**config.mk**
```make
export PLATFORM = sky130hd
export DESIGN_NAME = onehot_encoder_8_3_buf
export DESIGN_NICKNAME = d
export VERILOG_FILES = /design/src/rtl/onehot_encoder_8_3_buf_pkg.sv /design/src/rtl/onehot_encoder_8_3_buf_encoder_8_3.sv /design/src/rtl/onehot_encoder_8_3_buf.sv
export SDC_FILE = /design/constraint.sdc
export NUM_CORES = 1
export LEC_CHECK = 0
export CORE_ASPECT_RATIO = 1.5
export CORE_MARGIN = 1.5
export CORE_UTILIZATION = 23
export DETAILED_ROUTE_END_ITERATION = 10
export PLACE_DENSITY_LB_ADDON = 0.05
export SLEW_MARGIN = 40
export SYNTH_ARGS = -nofsm -noshare
export SYNTH_HDL_FRONTEND = slang
export SYNTH_SLANG_ARGS = --single-unit
```
**constraint.sdc**
```tcl
create_clock -name clk -period 2.59 [get_ports clk]
set_clock_uncertainty 0.05 [all_clocks]
set_input_delay 0.259 -clock clk [delete_from_list [all_inputs] [get_ports clk]]
set_output_delay 0.259 -clock clk [all_outputs]
set_load 0.03 [all_outputs]
```
**src/rtl/onehot_encoder_8_3_buf_pkg.sv**
```systemverilog
`default_nettype none
// ============================================================================
//  Module      : onehot_encoder_8_3_buf_pkg
//  Description : Shared defaults, buffer entry type and occupancy states for
//                the buffered one-hot to binary encoder.
//  Revision    : 1.0 - initial release
// ============================================================================
package onehot_encoder_8_3_buf_pkg;

    localparam int C_WIDTH = 8;
    localparam int C_IDX_W = 3;

    typedef struct packed {
        logic [C_IDX_W-1:0] idx;
        logic               zero;
        logic               err;
    } entry_t;

    typedef enum logic [1:0] {
        ST_EMPTY = 2'd0,
        ST_ONE   = 2'd1,
        ST_FULL  = 2'd2
    } occ_state_t;

endpackage : onehot_encoder_8_3_buf_pkg
`default_nettype wire

```
**src/rtl/onehot_encoder_8_3_buf_encoder_8_3.sv**
```systemverilog
`default_nettype none
// ============================================================================
//  Module      : encoder_8_3
//  Description : Combinational one-hot to binary encoder with zero/multi-hot
//                flags. Macro PRIORITY_MODE_EN selects highest-bit encoding
//                for multi-hot inputs instead of forcing index 0.
//  Revision    : 1.0 - initial release
// ============================================================================
module encoder_8_3 #(
    parameter int WIDTH = 8,
    parameter int IDX_W = 3
) (
    input  logic [WIDTH-1:0] i_vec,
    output logic [IDX_W-1:0] o_idx,
    output logic             o_zero,
    output logic             o_err
);

    logic [IDX_W-1:0] w_pos_hi;
    logic [WIDTH-1:0] w_low_clr;

    // Clearing the lowest set bit leaves something only if two or more were set
    assign w_low_clr = i_vec & (i_vec - WIDTH'(1));
    assign o_zero    = (i_vec == '0);
    assign o_err     = |w_low_clr;

    always_comb begin
        w_pos_hi = '0;
        for (int i = 0; i < WIDTH; i++) begin
            if (i_vec[i]) begin
                w_pos_hi = IDX_W'(i);
            end
        end
    end

`ifdef PRIORITY_MODE_EN
    assign o_idx = w_pos_hi;
`else
    assign o_idx = o_err ? '0 : w_pos_hi;
`endif

endmodule : encoder_8_3
`default_nettype wire

```
**src/rtl/onehot_encoder_8_3_buf.sv**
```systemverilog
`default_nettype none
// ============================================================================
//  Module      : onehot_encoder_8_3_buf
//  Description : Valid/ready one-hot encoder with a 2-entry output buffer and
//                saturating error counter. Honours macro PRIORITY_MODE_EN.
//  Revision    : 1.0 - initial release
// ============================================================================
module onehot_encoder_8_3_buf
    import onehot_encoder_8_3_buf_pkg::*;
#(
    parameter int WIDTH = C_WIDTH,
    parameter int IDX_W = C_IDX_W,
    parameter int CNT_W = 8
) (
    input  logic             clk,
    input  logic             rst_n,
    input  logic             in_valid,
    output logic             in_ready,
    input  logic [WIDTH-1:0] in_vec,
    output logic             out_valid,
    input  logic             out_ready,
    output logic [IDX_W-1:0] out_idx,
    output logic             out_zero,
    output logic             out_err,
    output logic [CNT_W-1:0] err_cnt
);

    localparam logic [CNT_W-1:0] C_CNT_MAX = {CNT_W{1'b1}};

    occ_state_t       r_state;
    occ_state_t       w_state_nxt;
    entry_t           r_head;
    entry_t           r_tail;
    entry_t           w_enc;
    logic             r_in_ready;
    logic [CNT_W-1:0] r_err_cnt;
    logic [IDX_W-1:0] w_idx;
    logic             w_zero;
    logic             w_err;
    logic             w_push;
    logic             w_pop;

    encoder_8_3 #(
        .WIDTH (WIDTH),
        .IDX_W (IDX_W)
    ) u_encoder (
        .i_vec  (in_vec),
        .o_idx  (w_idx),
        .o_zero (w_zero),
        .o_err  (w_err)
    );

    assign w_enc  = '{idx: w_idx, zero: w_zero, err: w_err};
    assign w_push = in_valid & r_in_ready;
    assign w_pop  = (r_state != ST_EMPTY) & out_ready;

    always_ff @(posedge clk) begin
        if (!rst_n) begin
            r_state <= ST_EMPTY;
        end else begin
            r_state <= w_state_nxt;
        end
    end

    always_comb begin
        w_state_nxt = r_state;
        case (r_state)
            ST_EMPTY: begin
                if (w_push) w_state_nxt = ST_ONE;
            end
            ST_ONE: begin
                if (w_push && !w_pop)      w_state_nxt = ST_FULL;
                else if (!w_push && w_pop) w_state_nxt = ST_EMPTY;
            end
            ST_FULL: begin
                if (w_pop) w_state_nxt = ST_ONE;
            end
            default: w_state_nxt = ST_EMPTY;
        endcase
    end

    // Head always sits in r_head; a pop from FULL shifts the tail forward
    always_ff @(posedge clk) begin
        if (!rst_n) begin
            r_head <= '0;
            r_tail <= '0;
        end else begin
            case (r_state)
                ST_EMPTY: begin
                    if (w_push) r_head <= w_enc;
                end
                ST_ONE: begin
                    if (w_push && w_pop) r_head <= w_enc;
                    else if (w_push)     r_tail <= w_enc;
                end
                ST_FULL: begin
                    if (w_pop) r_head <= r_tail;
                end
                default: ;
            endcase
        end
    end

    always_ff @(posedge clk) begin
        if (!rst_n) begin
            r_in_ready <= 1'b1;
            r_err_cnt  <= '0;
        end else begin
            r_in_ready <= (w_state_nxt != ST_FULL);
            if (w_push && (w_zero || w_err) && (r_err_cnt != C_CNT_MAX)) begin
                r_err_cnt <= r_err_cnt + CNT_W'(1);
            end
        end
    end

    assign in_ready  = r_in_ready;
    assign out_valid = (r_state != ST_EMPTY);
    assign out_idx   = r_head.idx;
    assign out_zero  = r_head.zero;
    assign out_err   = r_head.err;
    assign err_cnt   = r_err_cnt;

endmodule : onehot_encoder_8_3_buf
`default_nettype wire

```
# Word-level counts from Yosys, hierarchy flattened
# Cells that the tools add are included.
# word_totals
ff_bits,21
in_bits,12
out_inout_bits,15
wordCells,54
# op_classes
n_addsub,2
n_eq_ne,7
mux,17
n_bitwise,4
n_reduce_logical,15
# ops
op,count
$mux 3,5
$mux 5,3
$pmux 5 s3,1
$mux 2,6
$add 8x1->8 const B,1
$and 8x8->8,1
$logic_not 8->1,1
$ne 2x2->1 const B,4
$ne 8x8->1 const B,1
$reduce_or 8->1,1
$sub 8x1->8 const B,1
$pmux 2 s3,1
$logic_and 1x1->1,5
$reduce_and 4->1,1
$reduce_and 3->1,1
$reduce_bool 3->1,1
$and 1x1->1,2
$eq 2x1->1 const B,1
$eq 2x2->1 const B,1
$logic_not 1->1,2
$logic_not 2->1,1
$reduce_bool 2->1,1
$logic_or 1x1->1,1
$mux 1,1
$not 1->1,1

# Logic depth before layout (Yosys ltp)
# Gate-level depths: netlist of run 1.
# logic_depth
word_depth,10
mapped_depth,7
ltp_nobuf,5

# Hierarchy
# From an unflattened synthesis of run 1, not the netlist that was laid out.
# unflattened
cells_unflattened,119
hier_area_um2,1116.1
# by_module_without_submodules
module,instances,cells_per_inst,area_each_um2,seq_area_each_um2
onehot_encoder_8_3_buf,1,98,955.9,420.4
encoder_8_3,1,21,160.2,0.0

# Worst setup path before layout of run 1
# OpenSTA, ideal clock, no wires.
# synth_path
path_type,in2reg
start,input port in_vec[5]
end,register r_head (netlist bit out_idx[0])
setup_time_ns,0.074
t_arrival_ns,1.885
required_ns,2.466
path_slack_ns,0.581
cell_stages,6
path_buffers,1
cell_sequence,buf_2 > or4_4 > or3_4 > a221o_1 > nand2b_1 > a31oi_1
# synth_via
elab_chain_len,6
elab_cells_between_ends,10
cone_classes,add/sub: 1; mux: 7; bitwise: 1; reduce/logical: 1
# synth_rtl
element,line_no,rtl
start: declaration,onehot_encoder_8_3_buf.sv:19,"input logic [WIDTH-1:0] in_vec,"
$sub 8x1->8 / $mux 3 (equally long branches),"onehot_encoder_8_3_buf_encoder_8_3.sv:23, onehot_encoder_8_3_buf_encoder_8_3.sv:30",
$and 8x8->8 / $mux 3 (equally long branches),"onehot_encoder_8_3_buf_encoder_8_3.sv:23, onehot_encoder_8_3_buf_encoder_8_3.sv:30",
$reduce_or 8->1 / $mux 3 (equally long branches),"onehot_encoder_8_3_buf_encoder_8_3.sv:25, onehot_encoder_8_3_buf_encoder_8_3.sv:30",
$mux 3 *,onehot_encoder_8_3_buf_encoder_8_3.sv:39,assign o_idx = o_err ? '0 : w_pos_hi;
$mux 5 (on tied branches),"onehot_encoder_8_3_buf.sv:93, onehot_encoder_8_3_buf.sv:90",
$pmux 5 s3 *,onehot_encoder_8_3_buf.sv:88,case (r_state)
end signal: assignment,onehot_encoder_8_3_buf.sv:90,if (w_push) r_head <= w_enc;
end signal: assignment,onehot_encoder_8_3_buf.sv:93,if (w_push && w_pop) r_head <= w_enc;
end signal: assignment,onehot_encoder_8_3_buf.sv:97,if (w_pop) r_head <= r_tail;
end: declaration,onehot_encoder_8_3_buf.sv:32,entry_t r_head;
# Every way passes the cells marked *; elsewhere a longest branch is shown, timed or not. The select of a mux whose other input is x is not followed.
# A chain may end at the register's enable or synchronous reset.

# Worst setup path after layout of run 1
# layout_path
start,input port in_vec[4]
end,register r_head (netlist bit out_idx[1])
# layout_via
elab_chain_len,7
elab_cells_between_ends,11
cone_classes,add/sub: 1; mux: 8; bitwise: 1; reduce/logical: 1
# layout_rtl
element,line_no
"parallel branches: the longest is 4 deep, another holds $sub 8x1->8",--
$mux 3 *,onehot_encoder_8_3_buf_encoder_8_3.sv:39
$mux 5 (on tied branches),"onehot_encoder_8_3_buf.sv:93, onehot_encoder_8_3_buf.sv:90"
$pmux 5 s3 *,onehot_encoder_8_3_buf.sv:88
# Every way passes the cells marked *. The select of a mux whose other input is x is not followed.

==> flow_metrics.py, run 1 <==
metrics = {
    "clock_tree": {
        "cts_setup_buffers": 0,
        "cts_buffers": 3,
        "cts_tree": "done",
        "holdBufCountCts": 0,
        "clk_path_buf_depth": 2,
        "clock_latency_ns": 0.26,
        "clk_pin_slew_ns": 0.09,
        "cts_sinks": 21,
        "cts_resized": 0,
        "ctsRootBufferMaster": "clkbuf_8",
        "htreeDepth": 1,
    },
    "sta": {
        "tns_ns": 0,
        "finalHoldViolations": 0,
        "period_minus_slack_ns": 2.175,
        "rsz0062_at_grt": "false",
        "slew_headroom": 0.6475,
        "setup_ws_ns": 0.4152,
        "fmax_mhz": 459.8,
        "tightestPinTransition_ns": 0.5277,
        "finalCritPeriodShare": 0.8397,
        "slew_violations": 0,
        "setup_violations": 0,
    },
    "synth": {
        "synthAdderAreaFrac": 0.01043,
        "synth_nets": 168,
        "synth_edf_count": 0,
        "synth_compound_area_frac": 0.2148,
        "syn_area_um2": 1200,
        "synth-simple-area-share": 0.3306,
        "yosys_register_bits": 21,
        "synth_mux_area_frac": 0.04171,
        "synth.yosys.seq_area_share": 0.3504,
        "synthXorXnorAreaFrac": 0,
        "synth_ff_type": "dfxtp_1",
        "postSynthCellCount": 155,
        "syn_avg_cell_area_um2": 7.741,
        "synth_top_family_by_area": "simple AND/OR/NAND/NOR gates",
        "ys_warn_count": 0,
        "synthArstFlopShare": 0,
        "netlist-cell-type-count": 41,
    },
    "pwr": {
        "p_per_area_nw_per_um2": 454.7,
        "leakagePower_nw": 0.5609,
        "ir_drop_mv": 0.1448,
    },
    "setup_path": {
        "critPathMaxStageDelay_ns": 0.58,
        "critical_path.cell_chain": "clkdlybuf4s50_1 -> or4_4 -> or3_4 -> a221o_1 -> nand2b_1 -> a31oi_1",
        "startpoint": "in_vec[4]",
        "crit_arrival_ns": 2.32,
        "cp_top_family": "simple AND/OR/NAND/NOR gates",
        "crit_buf_inv": 1,
        "required_ns": 2.74,
        "worst-path-max-fanout": 6,
        "start_kind": "input pin",
        "path_class": "in2reg",
        "cp-end-kind": "register",
        "cpMaxStageDelayCell": "or4_4",
        "r2r_start": "err_cnt[0]$_SDFFE_PN0P_",
    },
    "die": {
        "pin_count": 27,
        "die-area_um2": 5668,
        "core_um2": 5085,
        "num_rows": 32,
        "die_w_um": 61.98,
        "start_util": 0.2360,
        "fp.dieH_um": 91.46,
    },
    "layout": {
        "layout_commonest_cell": "clkdlybuf4s50_1",
        "fin_nets": 197,
        "seqCellArea_um2": 420.4,
        "syn_to_final_growth_pct": 33.58,
        "multiInputGateArea_um2": 716.9,
        "final_area_um2": 1603,
        "post_route_cells_drive_above_1_share": 0.09290,
        "final_cell_mix": "clkdlybuf4s50_1, nand2_1, dfxtp_1",
        "fill_cells": 582,
        "diodes": 0,
    },
    "global_routing": {
        "antenna_found_initial": 0,
        "groute.usage.overall": 0.1229,
        "grt_overflow": 0,
        "grt_pass1_vias": 1190,
        "grt_pass1_wl_mm": 5.375,
        "grt_max_degree": 14,
    },
    "drt": {
        "ant_nets": 0,
        "post-route-drc-count": 0,
        "viasPerCell": 4.880,
        "wl_mm": 3.136,
        "drt_first_iter_violations": 44,
        "drt-pass1-iter-count": 6,
        "vias": 1225,
        "avgRoutedWirePerCell_um": 12.49,
    },
    "outcome": {
        "status": "completed",
    },
    "place": {
        "place_area_um2": 1554,
        "gp_congestion": 0.7734,
        "post-place-ws_ns": 0.1141,
        "port_buffers": 26,
        "dpl.hpwl_mm": 2.414,
    },
    "min_path": {
        "min_from": "r_tail[1]$_SDFFE_PN0P_",
        "min_path_type": "reg2reg",
    },
    "run": {
        "drv_cap": 0,
    },
}
[sequential cells by signal (all words and copies together) (netlist names)]
name,count
out_zero,1
err_cnt,8
out_idx,3
r_state,2
in_ready,1
out_err,1
r_tail,5
[final timing paths]
check	end	slack, ns	cells after the start
setup reg to reg	err_cnt[7]$_SDFFE_PN0P_	0.67	5
hold reg to reg	r_tail[1]$_SDFFE_PN0P_	0.41	2
hold / removal	r_tail[1]$_SDFFE_PN0P_	0.41	2
setup / recovery	out_idx[1]$_SDFFE_PN0P_	0.42	6
[worst min-delay path: cells and delay by family (launching register included)]
family          cells  cell delay (ns)
simple gates        1             0.05
flops               1             0.32
compound gates      1             0.05
[power by group]
group	internal [mW]	switching (mW)
sequential	0.336	0.0115
combinational	0.0692	0.0883
clock	0.109	0.115
[kinds of logic after synthesis]
| family | after synthesis |
|---|---|
| and+or+nand+nor | 73 |
| DFF | 21 |
| buffers and inverters | 14 |
| AOI/OAI and AO/OA | 41 |
| adders and majority gates | 1 |
| muxes | 5 |
[per-stage QoR]
| step | util | hold slack, ns | power (mW) | cells |
|---|---|---|---|---|
| after floorplan | - | 0.3332 | 0.4459 | 155 |
| after global placement | 0.3056 | 0.3923 | 0.5138 | 247 |
| after detailed placement | 0.3056 | 0.3957 | 0.5146 | 247 |
| after CTS | 0.3152 | 0.4094 | 0.7428 | 251 |
| after global routing | 0.3152 | 0.4343 | 0.7739 | 251 |
| final | 0.3152 | 0.4108 | 0.7288 | 251 |
[layer usage]
layer,GRT usage,part of all wire,vias up
li1,-,-,623
met1,0.1395,0.43,570
met2,0.2118,0.51,30
met3,0.02137,0.041,2
met4,0.05319,0.012,0
met5,0,0,-
[layout make-up]
type	count	share of cell area
Clock buffer	3	0.02576
Sequential cell	21	0.2623
Inverter	5	0.01171
Timing Repair Buffer	33	0.1952
Multi-Input combinational cell	120	0.4473
Tap cell	68	0.05308
Clock inverter	1	0.004684
[cells in the mapped netlist, types with 4 or more instances]
master | count | area share
mux2i_1 | 5 | 0.042
nand2_1 | 24 | 0.075
nor2_1 | 9 | 0.028
nand4_1 | 4 | 0.021
a21oi_1 | 13 | 0.054
or3_1 | 5 | 0.026
clkbuf_1 | 6 | 0.019
inv_1 | 5 | 0.016
nand2b_1 | 6 | 0.031
a31oi_1 | 4 | 0.021
dfxtp_1 | 21 | 0.35
o21ai_0 | 8 | 0.033
o31ai_1 | 5 | 0.031
(Power assumes the default switching activity.)
==> inputs of run 2 (changes only) <==
==> constraint.sdc (replaced) <==
create_clock -name clk -period 2 [get_ports clk]
set_clock_uncertainty 0.05 [all_clocks]
set_input_delay 0.2 -clock clk [delete_from_list [all_inputs] [get_ports clk]]
set_output_delay 0.2 -clock clk [all_outputs]
set_load 0.03 [all_outputs]
==> flow_metrics.py, run 2 (synthesis results as in run 1) <==
metrics = {
    "die": {
        "pin_count": 27,
        "core_um2": 5085,
        "die-area_um2": 5668,
        "die_w_um": 61.98,
        "start_util": 0.2360,
        "num_rows": 32,
        "fp.dieH_um": 91.46,
    },
    "layout": {
        "fin_nets": 213,
        "final_cell_mix": "nand2_1, buf_4, dfxtp_1",
        "diodes": 0,
        "post_route_cells_drive_above_1_share": 0.2312,
        "largest_reg_flops": 8,
        "multiInputGateArea_um2": 803.3,
        "fill_cells": 567,
        "syn_to_final_growth_pct": 52.24,
        "layout_commonest_cell": "nand2_1",
        "seqCellArea_um2": 420.4,
    },
    "drt": {
        "drt_first_iter_violations": 55,
        "ant_nets": 0,
        "drt-pass1-iter-count": 4,
        "post-route-drc-count": 0,
        "wl_mm": 3.381,
        "viasPerCell": 4.790,
        "vias": 1279,
        "avgRoutedWirePerCell_um": 12.66,
    },
    "clock_tree": {
        "cts_buffers": 3,
        "cts_tree": "done",
        "htreeDepth": 1,
        "clock_latency_ns": 0.26,
        "clk_pin_slew_ns": 0.09,
        "clk_path_buf_depth": 2,
        "cts_sinks": 21,
        "ctsRootBufferMaster": "clkbuf_8",
        "holdBufCountCts": 0,
    },
    "run": {
        "drv_cap": 0,
    },
    "global_routing": {
        "grt_max_degree": 14,
        "grt_overflow": 0,
        "grt_pass1_wl_mm": 5.451,
        "groute.usage.overall": 0.1268,
        "antenna_found_initial": 0,
        "grt_pass1_vias": 1233,
    },
    "place": {
        "port_buffers": 26,
        "gp_congestion": 0.7689,
        "post-place-ws_ns": -0.3859,
        "dpl.hpwl_mm": 2.639,
    },
    "pwr": {
        "leakagePower_nw": 0.7186,
        "p_per_area_nw_per_um2": 539.4,
        "ir_drop_mv": 0.2001,
    },
    "sta": {
        "slew_headroom": 0.6570,
        "tns_ns": 0,
        "tightestPinTransition_ns": 0.5101,
        "finalCritPeriodShare": 0.9695,
        "fmax_mhz": 515.7,
        "setup_violations": 0,
        "finalHoldViolations": 0,
        "period_minus_slack_ns": 1.939,
        "slew_violations": 0,
        "rsz0062_at_grt": "false",
        "setup_ws_ns": 0.06094,
    },
    "outcome": {
        "status": "completed",
    },
    "setup_path": {
        "regToRegSetupSlack_ns": 0.24,
        "worst-path-max-fanout": 3,
        "crit_arrival_ns": 2.09,
        "required_ns": 2.15,
        "path_class": "in2reg",
        "cp-end-kind": "register",
        "start_kind": "input pin",
    },
    "min_path": {
        "min_path_type": "reg2reg",
    },
}
==> run 2: cell type report <==
cell class / instances / share of cell area
multi-input combinational: 120 / 0.4397
sequential: 21 / 0.2301
clock buffer: 3 / 0.02260
clock inverter: 1 / 0.004110
inverter: 5 / 0.01027
timing repair buffer: 49 / 0.2466
tap: 68 / 0.04658
==> run 2: worst paths after layout <==
check / startpoint / end / cells past startpoint
max: in_vec[5] / out_idx[1]$_SDFFE_PN0P_ / 6
min: r_tail[3]$_SDFFE_PN0P_ / r_tail[3]$_SDFFE_PN0P_ / 2
max reg2reg: err_cnt[3]$_SDFFE_PN0P_ / err_cnt[3]$_SDFFE_PN0P_ / 6
min reg2reg: r_tail[3]$_SDFFE_PN0P_ / r_tail[3]$_SDFFE_PN0P_ / 2
==> run 2: layer usage <==
layer | part of all wire | wire length, um | GRT usage | vias up
li1 | - | - | - | 654
met1 | 0.42 | 1433 | 0.1486 | 590
met2 | 0.52 | 1770 | 0.2092 | 33
met3 | 0.042 | 142 | 0.02137 | 2
met4 | 0.010 | 35 | 0.06560 | 0
met5 | 0 | 0 | 0 | -
==> run 2: through the flow <==
stage	util	area [um^2]	total power [mW]	cells	hold slack (ns)
floorplan	-	1200	0.5774	155	0.2742
global placement	0.3292	1674	0.6885	263	0.3924
detailed placement	0.3292	1674	0.6905	263	0.3991
CTS	0.3410	1734	0.9882	267	0.4121
global route	0.3593	1827	1.037	267	0.4405
finish	0.3593	1827	0.9853	267	0.4111
==> run 2: where the power goes <==
group          total, mW  internal, mW  switching [mW]
logic              0.240         0.111           0.129
clock network      0.297         0.141           0.156
registers          0.449         0.436          0.0132
==> run 2: repair_timing <==
action,in CTS,in global routing
gates resized for setup,4,19
buffers inserted,0,1
endpoints found under the setup margin,11,10
hold endpoints to repair,0,0
pin swaps,4,8
==> run 2: critical path: stages <==
cell and delay, ns:
dlygate4sd2_1 0.25, or4_4 0.53, or3_4 0.41, a221o_1 0.36, nand2b_4 0.16, a31oi_4 0.18
==> inputs of run 3 (changes only) <==
--- a/config.mk
+++ b/config.mk
@@ -9,7 +9,8 @@
 export CORE_MARGIN = 1.5
 export CORE_UTILIZATION = 23
 export DETAILED_ROUTE_END_ITERATION = 10
-export PLACE_DENSITY_LB_ADDON = 0.05
+export PLACE_DENSITY = 0.53
+export SKIP_LAST_GASP = 1
 export SLEW_MARGIN = 40
 export SYNTH_ARGS = -nofsm -noshare
 export SYNTH_HDL_FRONTEND = slang
==> flow_metrics.py, run 3 (synthesis results as in run 1) <==
metrics = {
    "outcome": {
        "status": "completed",
    },
    "layout": {
        "layout_commonest_cell": "buf_4",
        "final_cell_mix": "buf_4, nand2_1, clkdlybuf4s50_1",
        "fin_nets": 215,
        "diodes": 0,
        "largest_reg_flops": 8,
        "post_route_cells_drive_above_1_share": 0.1841,
        "syn_to_final_growth_pct": 45.46,
        "stdcell_count": 269,
    },
    "clock_tree": {
        "clk_path_buf_depth": 2,
        "ctsRootBufferMaster": "clkbuf_8",
        "cts_tree": "done",
        "clock_latency_ns": 0.26,
        "cts_sinks": 21,
        "htreeDepth": 1,
        "clk_pin_slew_ns": 0.08,
        "cts_buffers": 3,
    },
    "pwr": {
        "ir_drop_mv": 0.1790,
        "seq_power_share": 0.471,
        "leakagePower_nw": 0.6803,
        "switching_share": 0.2885,
        "internal_power_mw": 0.6800,
        "pwr-share-comb": 0.232,
        "p_clk_frac": 0.297,
        "p_per_area_nw_per_um2": 547.6,
        "p_sw_mw": 0.2757,
    },
    "sta": {
        "rsz0062_at_grt": "false",
        "tns_ns": 0,
        "slew_violations": 0,
        "fmax_mhz": 527.4,
        "tightestPinTransition_ns": 0.5212,
        "slew_headroom": 0.6496,
        "setup_violations": 0,
        "finalHoldViolations": 0,
        "period_minus_slack_ns": 1.896,
        "finalCritPeriodShare": 0.9480,
    },
    "run": {
        "drv_cap": 0,
    },
    "setup_path": {
        "path_class": "in2reg",
        "worst-path-max-fanout": 4,
        "cpMaxStageDelayCell": "clkdlybuf4s50_1",
        "cp-end-kind": "register",
        "startpoint": "in_vec[2]",
        "required_ns": 2.14,
        "crit_arrival_ns": 2.04,
        "critical_path.cell_chain": "clkdlybuf4s50_1 -> or2_2 -> or3_4 -> a221o_1 -> nand2b_4 -> a31oi_1",
        "critPathMaxStageDelay_ns": 0.45,
        "start_kind": "input pin",
        "r2r_start": "err_cnt[0]$_SDFFE_PN0P_",
    },
    "global_routing": {
        "grt_pass1_wl_mm": 5.264,
        "antenna_found_initial": 0,
        "grt_overflow": 0,
        "grt_max_degree": 14,
        "groute.usage.overall": 0.1188,
        "grt_pass1_vias": 1205,
    },
    "drt": {
        "viasPerCell": 4.651,
        "post-route-drc-count": 0,
        "wl_mm": 3.002,
        "ant_nets": 0,
        "drt_first_iter_violations": 42,
        "vias": 1251,
        "avgRoutedWirePerCell_um": 11.16,
        "drt-pass1-iter-count": 4,
    },
    "place": {
        "dp_cells": 265,
        "gp_congestion": 0.7455,
        "dpl.hpwl_mm": 2.369,
        "port_buffers": 26,
    },
    "die": {
        "die-area_um2": 5668,
        "pin_count": 27,
        "die_w_um": 61.98,
        "num_rows": 32,
        "start_util": 0.2360,
        "core_um2": 5085,
        "fp.dieH_um": 91.46,
    },
    "min_path": {
        "min_path_type": "reg2reg",
        "min_from": "r_tail[4]$_SDFFE_PN0P_",
    },
}
## run 3: cell types whose count changed in the layout (fill, tap and decap cells not counted), sizes merged
| cell | delta |
|---|---|
| buf | +2 |
| clkdlybuf4s50 | +3 |
| clkinv | +1 |
| clkinvlp | -1 |
| dlygate4sd2 | +3 |
| dlymetal6s2s | -6 |
## run 3: critical path, delay by kind of cell
family	cells	cell delay, ns
AND/OR/NAND/NOR	3	0.86
AO/OA/AOI/OAI	2	0.52
buffers and inverters	1	0.45
## run 3: cell type report
| type | count | area [um^2] |
|---|---|---|
| fillers | 549 | 3339 |
| multi-input cells | 120 | 732.0 |
| repair buffers | 51 | 442.9 |
| flip-flops and latches | 21 | 420.4 |
| well taps | 68 | 85.08 |
| clock buffers | 3 | 41.29 |
| inverters | 5 | 18.77 |
| clock inverters | 1 | 5.005 |
## run 3: layer usage
metal	up-vias	global-route usage	wire length (um)
met4	0	0.04787	45
met1	561	0.1467	1349
met3	4	0.01282	57
li1	663	-	-
met2	23	0.1997	1549
met5	-	0	0
## run 3: power by group through the flow
stage               clock [mW]  combinational, mW  sequential (mW)
global placement             0              0.222            0.461
CTS                      0.295              0.224            0.451
floorplan                    0             0.0926            0.485
global route             0.307              0.246            0.454
finish                   0.284              0.222            0.450
detailed placement           0              0.224            0.461
## run 3: worst paths after layout
kind | slack, ns | to | cells past startpoint
max | 0.10 | out_idx[1]$_SDFFE_PN0P_ | 6
min | 0.40 | r_tail[4]$_SDFFE_PN0P_ | 2
max reg2reg | 0.21 | err_cnt[7]$_SDFFE_PN0P_ | 5
min reg2reg | 0.40 | r_tail[4]$_SDFFE_PN0P_ | 2
## run 3: repair_timing
item | CTS | global route
buffers inserted | 1 | 0
pin swaps | 4 | 5
endpoints found under the setup margin | 8 | 3
hold buffers | 0 | 0
gates resized for setup | 6 | 1
## run 3: through the flow
| step | power [mW] | utilization | instance area [um^2] | worst slack, ns | hold slack (ns) |
|---|---|---|---|---|---|
| finish | 0.9557 | 0.3433 | 1745 | 0.1039 | 0.4015 |
| global placement | 0.6832 | 0.3322 | 1689 | -0.3584 | 0.3918 |
| detailed placement | 0.6852 | 0.3322 | 1689 | -0.3832 | 0.3950 |
| floorplan | 0.5774 | - | 1200 | 0.05012 | 0.2742 |
| global route | 1.007 | 0.3433 | 1745 | 0.007258 | 0.4302 |
| CTS | 0.9694 | 0.3440 | 1749 | 0.02678 | 0.4054 |
